===== config.mk =====
export PLATFORM = sky130hd
export DESIGN_NAME = interval_timer_seq
export DESIGN_NICKNAME = d
export VERILOG_FILES = /design/src/rtl/interval_timer_pkg.sv /design/src/rtl/par_load_counter.sv /design/src/rtl/interval_timer_seq.sv
export SDC_FILE = /design/constraint.sdc
export NUM_CORES = 1
export LEC_CHECK = 0
export ABC_AREA = 1
export BUFFER_PORTS_ARGS = -buffer_cell sky130_fd_sc_hd__buf_2
export CAP_MARGIN = 20
export CORE_MARGIN = 4
export CORE_UTILIZATION = 47
export DETAILED_ROUTE_END_ITERATION = 10
export MAX_ROUTING_LAYER = met4
export PLACE_DENSITY = 0.77
export SYNTH_ARGS = -nofsm -noshare
export SYNTH_HDL_FRONTEND = slang
export SYNTH_SLANG_ARGS = --single-unit

===== constraint.sdc =====
create_clock -name clk -period 1.25 [get_ports clk]
set_input_delay 0.125 -clock clk [delete_from_list [all_inputs] [get_ports clk]]
set_output_delay 0.125 -clock clk [all_outputs]
set_load 0.05 [all_outputs]

===== src/rtl/interval_timer_pkg.sv =====
// Shared types and helpers for the interval timer sequencer.
//   seq_state_e : sequencer states IDLE/LOAD/RUN/DONE
//   all_ones    : w-bit all-ones constant (returned in 32 bits, truncate at use)
//   reload_val  : 2^w - p, the counter preload that gives p counted cycles to terminal count
package interval_timer_pkg;

  localparam int unsigned SEQ_W_DEF = 4;

  typedef enum logic [1:0] {
    ST_IDLE = 2'd0,
    ST_LOAD = 2'd1,
    ST_RUN  = 2'd2,
    ST_DONE = 2'd3
  } seq_state_e;

  // w-bit all-ones; 1<<32 wraps to 0 in 32 bits, so w=32 still yields all-ones
  function automatic logic [31:0] all_ones(input int unsigned w);
    return (32'd1 << w) - 32'd1;
  endfunction

  // 2^w - p modulo 2^w once the caller truncates to w bits
  function automatic logic [31:0] reload_val(input int unsigned w, input logic [31:0] p);
    return (32'd1 << w) - p;
  endfunction

endpackage


===== src/rtl/par_load_counter.sv =====
// W-bit binary up-counter with parallel load.
//   clk, rstn : clock, asynchronous active-low reset
//   load      : load d on the next edge (priority over count)
//   count     : increment on the next edge, wraps all-ones -> 0
//   d         : load value
//   q         : live counter value (registered)
//   co_c      : carry out, counter at all-ones while count is asserted
module par_load_counter
  import interval_timer_pkg::*;
#(
  parameter int unsigned W = SEQ_W_DEF
) (
  input  logic         clk,
  input  logic         rstn,
  input  logic         load,
  input  logic         count,
  input  logic [W-1:0] d,
  output logic [W-1:0] q,
  output logic         co_c
);

  logic [W-1:0] val_q;
  logic [W-1:0] val_d;

  // Next value: load beats count
  always_comb begin
    val_d = val_q;
    if (load) begin
      val_d = d;
    end else if (count) begin
      val_d = val_q + W'(1);
    end
  end

  always_ff @(posedge clk or negedge rstn) begin
    if (!rstn) begin
      val_q <= '0;
    end else begin
      val_q <= val_d;
    end
  end

  assign q    = val_q;
  assign co_c = (val_q == W'(all_ones(W))) & count;

endmodule


===== src/rtl/interval_timer_seq.sv =====
// Programmable interval timer sequencer driving a par_load_counter.
// Start preloads the counter with 2^W-P, then counts to terminal count; each
// terminal count produces a tick and either ends the run (one-shot) or reloads
// in the same cycle (auto-reload).
// Optional build macro: SEQ_PRESCALE_EN adds a modulo-PRESCALE count-enable divider.
//   clk, rstn : clock, asynchronous active-low reset
//   start     : launch request (IDLE only); auto_rld/period sampled with it
//   stop      : synchronous abort from any state
//   ack       : clears pend
//   busy      : sequencer not idle
//   tick      : one-cycle pulse per expired interval
//   done      : one-cycle pulse at the end of a one-shot run
//   pend      : sticky tick-pending flag
//   overrun   : sticky, tick arrived while pend was still set
//   err       : one-cycle pulse, start with period==0 rejected
//   count_q   : live counter value
module interval_timer_seq
  import interval_timer_pkg::*;
#(
  parameter int unsigned W        = SEQ_W_DEF,
  parameter int unsigned PRESCALE = 4
) (
  input  logic         clk,
  input  logic         rstn,
  input  logic         start,
  input  logic         stop,
  input  logic         auto_rld,
  input  logic [W-1:0] period,
  input  logic         ack,
  output logic         busy,
  output logic         tick,
  output logic         done,
  output logic         pend,
  output logic         overrun,
  output logic         err,
  output logic [W-1:0] count_q
);

  if (PRESCALE < 1) begin : g_prescale_chk
    $error("interval_timer_seq: PRESCALE must be >= 1");
  end

  seq_state_e   state_q, state_d;
  logic [W-1:0] period_q, period_d;
  logic         rld_q, rld_d;
  logic         busy_q, busy_d;
  logic         tick_q, tick_d;
  logic         done_q, done_d;
  logic         pend_q, pend_d;
  logic         overrun_q, overrun_d;
  logic         err_q, err_d;

  logic         run_c;
  logic         cnt_load_c;
  logic         cnt_count_c;
  logic [W-1:0] cnt_data_c;
  logic         term_c;

  // RUN and not being aborted this cycle
  assign run_c = (state_q == ST_RUN) & ~stop;

`ifdef SEQ_PRESCALE_EN
  localparam int unsigned    PSW     = (PRESCALE > 1) ? $clog2(PRESCALE) : 1;
  localparam logic [PSW-1:0] PS_LAST = PSW'(PRESCALE - 1);

  logic [PSW-1:0] presc_q, presc_d;

  // Divider advances only while running; any other state (or stop) clears it
  always_comb begin
    presc_d = '0;
    if (run_c) begin
      presc_d = (presc_q == PS_LAST) ? '0 : presc_q + PSW'(1);
    end
  end

  always_ff @(posedge clk or negedge rstn) begin
    if (!rstn) begin
      presc_q <= '0;
    end else begin
      presc_q <= presc_d;
    end
  end

  assign cnt_count_c = run_c & (presc_q == PS_LAST);
`else
  assign cnt_count_c = run_c;
`endif

  // Counter carry already includes cnt_count_c, so it is the terminal count
  par_load_counter #(
    .W (W)
  ) u_cnt (
    .clk   (clk),
    .rstn  (rstn),
    .load  (cnt_load_c),
    .count (cnt_count_c),
    .d     (cnt_data_c),
    .q     (count_q),
    .co_c  (term_c)
  );

  // Next state, counter control and flag updates
  always_comb begin
    state_d    = state_q;
    period_d   = period_q;
    rld_d      = rld_q;
    err_d      = 1'b0;
    cnt_load_c = 1'b0;
    cnt_data_c = W'(reload_val(W, 32'(period_q)));
    // tick_q is the visible tick, so ack in the tick cycle cannot clear pend
    pend_d     = tick_q | (pend_q & ~ack);
    overrun_d  = overrun_q | (tick_q & pend_q);

    unique case (state_q)
      ST_IDLE: begin
        if (start && !stop) begin
          if (period != '0) begin
            period_d  = period;
            rld_d     = auto_rld;
            overrun_d = 1'b0;
            state_d   = ST_LOAD;
          end else begin
            err_d = 1'b1;
          end
        end
      end
      ST_LOAD: begin
        cnt_load_c = 1'b1;
        state_d    = ST_RUN;
      end
      ST_RUN: begin
        if (term_c) begin
          // Reload in the terminal cycle so the next interval is exactly P counts
          if (rld_q) begin
            cnt_load_c = 1'b1;
          end else begin
            state_d = ST_DONE;
          end
        end
      end
      ST_DONE: begin
        state_d = ST_IDLE;
      end
      default: begin
        state_d = ST_IDLE;
      end
    endcase

    // Abort: counter frozen, back to IDLE
    if (stop) begin
      state_d    = ST_IDLE;
      cnt_load_c = 1'b0;
    end

    tick_d = term_c;
    done_d = (state_d == ST_DONE);
    busy_d = (state_d != ST_IDLE);
  end

  always_ff @(posedge clk or negedge rstn) begin
    if (!rstn) begin
      state_q   <= ST_IDLE;
      period_q  <= '0;
      rld_q     <= 1'b0;
      busy_q    <= 1'b0;
      tick_q    <= 1'b0;
      done_q    <= 1'b0;
      pend_q    <= 1'b0;
      overrun_q <= 1'b0;
      err_q     <= 1'b0;
    end else begin
      state_q   <= state_d;
      period_q  <= period_d;
      rld_q     <= rld_d;
      busy_q    <= busy_d;
      tick_q    <= tick_d;
      done_q    <= done_d;
      pend_q    <= pend_d;
      overrun_q <= overrun_d;
      err_q     <= err_d;
    end
  end

  assign busy    = busy_q;
  assign tick    = tick_q;
  assign done    = done_q;
  assign pend    = pend_q;
  assign overrun = overrun_q;
  assign err     = err_q;

endmodule


==> impl_metrics.env <==
export IMPL_outcome="finished, violations left"
export IMPL_violations="negative setup slack"
export IMPL_cts_buffer_depth=2
export IMPL_synthToLayoutAreaGrowth_pct=44.1
export IMPL_startpoint="state_q[1]"
export IMPL_period_needed_ns=1.37
export IMPL_syn_inst=111
export IMPL_num_vias=868
export IMPL_grt_max_degree=18
export IMPL_num_antenna_cells=0
export IMPL_fin_ws_ns=-0.122
export IMPL_ir_worst_vdd_mv=1.41
export IMPL_hold_violations=0
export IMPL_grt_pass1_wl_um=3650
export IMPL_numClockSinks=17
export IMPL_die_w_um=52.3
export IMPL_finalSetupViolations=13
export IMPL_fin_crit_sh_pct=110
export IMPL_hpwlAfterDp_um=1480
export IMPL_criticalPathCategory="flop to flop"
export IMPL_drtAntennaViolNets=0
export IMPL_rsz0062_at_grt="true"
export IMPL_drv_cap=0
export IMPL_reg2reg_slack_ns=-0.12
export IMPL_netlist_area_leader_share_pct=46.1
export IMPL_die_height_um=52.3
export IMPL_antenna_found_initial=0
export IMPL_fmax_ghz=0.729
export IMPL_syn_area_per_cell_sq_um=8.31
export IMPL_cts_clk_slew_worst_paths_ns=0.10
export IMPL_core_region_area_sq_mm=0.00178
export IMPL_synthTopCellsByArea="dfrtp_1, nand2_1, inv_1"
export IMPL_via_per_inst=5.02
export IMPL_r2r_cells=9
export IMPL_critPathCapture="u_cnt.q[0]"
export IMPL_syn_nets=126
export IMPL_dpl_cell_count=164
export IMPL_yosys_cell_types_count=21
export IMPL_wl_per_cell_um=12.8
export IMPL_whs_ns=0.0601
export IMPL_clock_latency_ns=0.29
export IMPL_die_area_sq_mm=0.00273
export IMPL_drc=0
export IMPL_endpoint_kind="flop"
export IMPL_critPathMaxFanout=6
export IMPL_htreeDepth=1
export IMPL_startpoint_type="flop"
export IMPL_crit_arrival_ns=1.56
export IMPL_grt_pass1_vias=842
export IMPL_final_setup_skew_ns=0.00323
export IMPL_maxSlewViolCount=0
export IMPL_cts_tree="yes"
export IMPL_row_count=15
export IMPL_grt_overflow=0
export IMPL_final_area_sq_mm=0.00133
export IMPL_fillers=123
export IMPL_nNetsFinal=164
export IMPL_p_leak_nw=0.684
export IMPL_cts_buffers=3
export IMPL_post_dp_cell_area_sq_mm=0.00114
export IMPL_drtPass1Iterations=4
export IMPL_power_density_mw_per_mm2=2100
export IMPL_hp_class="primary input to flop"
export IMPL_io_pins=20
export IMPL_synth_seq_cells=17
export IMPL_drt_iter0_drc=16
export IMPL_power_total_w=0.00278
export IMPL_finalWirelength_um=2220
export IMPL_worstReg2RegEnd="u_cnt.q[0]"
export IMPL_root_buffer="clkbuf_4"
export IMPL_port_buffers=19
export IMPL_synth_seq_area_share_pct=46.1
export IMPL_yosysWarnings=0
export IMPL_slew_headroom_pct=69.0
export IMPL_track_usage_pct=18.5
export IMPL_initial_core_util_pct=51.7
export IMPL_worst_slew_pin_slew_ns=0.464
export IMPL_reg2reg_from="state_q[1]"
export IMPL_synth_area_sq_um=922
export IMPL_post_route_cells_drive_above_1_share_pct=49.3
export IMPL_gp_congestion=0.790
export IMPL_crit_required_ns=1.44
export IMPL_synth_top_cell_by_area="dfrtp_1"
export IMPL_finalNonFillerCells=173
export IMPL_fin_util_pct=74.5
[state kept, by name, indices dropped and copies added, names as in the netlist]
register  cells
period_q      4
u_cnt.q       4
state_q       2
busy          1
done          1
err           1
overrun       1
pend          1
rld_q         1
tick          1
[cells in the mapped netlist]
master,number
nor2_2,3
o21ai_1,1
a21oi_2,1
nand2_1,23
o22ai_1,1
nand2_2,1
nand4_1,2
nand3_2,2
a21oi_1,5
inv_1,21
nor3_1,1
ha_1,5
nand3b_1,2
o21ai_0,7
xnor2_1,1
o21bai_1,3
dfrtp_1,17
inv_2,1
nand3_1,7
nand2_4,2
nor2_1,5
[final cells by class]
| cell class | count | area, sq um | share of cell area [%] |
|---|---|---|---|
| multi-input combinational | 73 | 554 | 41.7 |
| sequential | 17 | 430 | 32.4 |
| timing repair buffer | 32 | 201 | 15.2 |
| clock buffer | 4 | 26.3 | 1.98 |
| tap | 25 | 31.3 | 2.35 |
| inverter | 22 | 85.1 | 6.40 |
[worst min path at each step]
stage	startpoint	end	slack (ns)	depth (start not counted)
2_1_floorplan	rstn	busy	-0.17	0
3_3_place_gp	rstn	overrun	0.06	1
3_5_place_dp	rstn	err	0.07	1
4_1_cts	auto_rld	rld_q	0.07	3
5_1_grt	auto_rld	rld_q	0.06	3
6_report	auto_rld	rld_q	0.06	3
[cell families after synthesis]
| kind of cell | Yosys count | synth area share (%) |
|---|---|---|
| AOI/OAI and AO/OA | 18 | 11.1 |
| DFF | 17 | 46.1 |
| and+or+nand+nor | 48 | 26.1 |
| xor gates and xnor gates | 1 | 0.950 |
| adders and majority gates | 5 | 6.78 |
| buffers and inverters | 22 | 8.96 |
[timing repair]
item	in CTS	in global routing
gates cloned	1	0
pin swaps	6	15
hold buffers	2	0
hold endpoints to repair	18	0
endpoints found under the setup margin	13	15
setup buffers	2	0
gates resized for setup	17	20
[metrics by stage]
stage	TNS, ns	setup WS [ns]
2_1_floorplan	-0.355	-0.105
3_3_place_gp	-0.406	-0.0750
3_5_place_dp	-0.906	-0.135
4_1_cts	-0.589	-0.0756
5_1_grt	-1.68	-0.186
6_report	-0.848	-0.122
[cells in the final DEF (no fill, tap or decap)]
cell type,instances
o22ai_2,1
nand3b_1,2
nand3_2,5
a21oi_1,4
clkbuf_1,1
clkbuf_4,3
nor3_1,1
inv_4,1
a21oi_2,2
o21ai_2,1
nor2_2,1
dlygate4sd3_1,2
o21bai_1,3
ha_4,4
buf_2,19
ha_1,1
dfrtp_1,13
nand2_4,6
nor2_1,4
nand4_1,2
xnor2_1,1
nor2_4,3
buf_4,10
o21ai_0,2
o21ai_1,5
nand2_2,5
nand3_1,4
inv_2,7
buf_6,1
nand2_1,16
inv_1,14
dfrtp_2,4
[where the power goes]
group	internal, W	leakage [nW]	total, W	switching (W)
Sequential	0.000743	0.215	0.000917	0.000174
Combinational	0.000603	0.454	0.00157	0.000970
Clock	0.000124	0.0150	0.000294	0.000170
Total	0.00147	0.684	0.00278	0.00131
[layer usage]
| metal | routed length [um] | up-vias | global-route usage (%) |
|---|---|---|---|
| li1 | - | 427 | - |
| met1 | 878 | 406 | 21.5 |
| met2 | 1170 | 26 | 30.6 |
| met3 | 111 | 9 | 4.27 |
| met4 | 53 | 0 | 7.66 |
| met5 | 0 | - | - |
[worst max-delay path: stages (launching register included)]
cell and delay, ns:
dfrtp_1 0.39, buf_4 0.14, ha_4 0.14, inv_2 0.04, nor2_4 0.10, nand3_2 0.10
nand2_4 0.12, nand2_4 0.09, o21ai_1 0.08, o21ai_1 0.07
No activity file was read; power rests on OpenSTA's default activity.
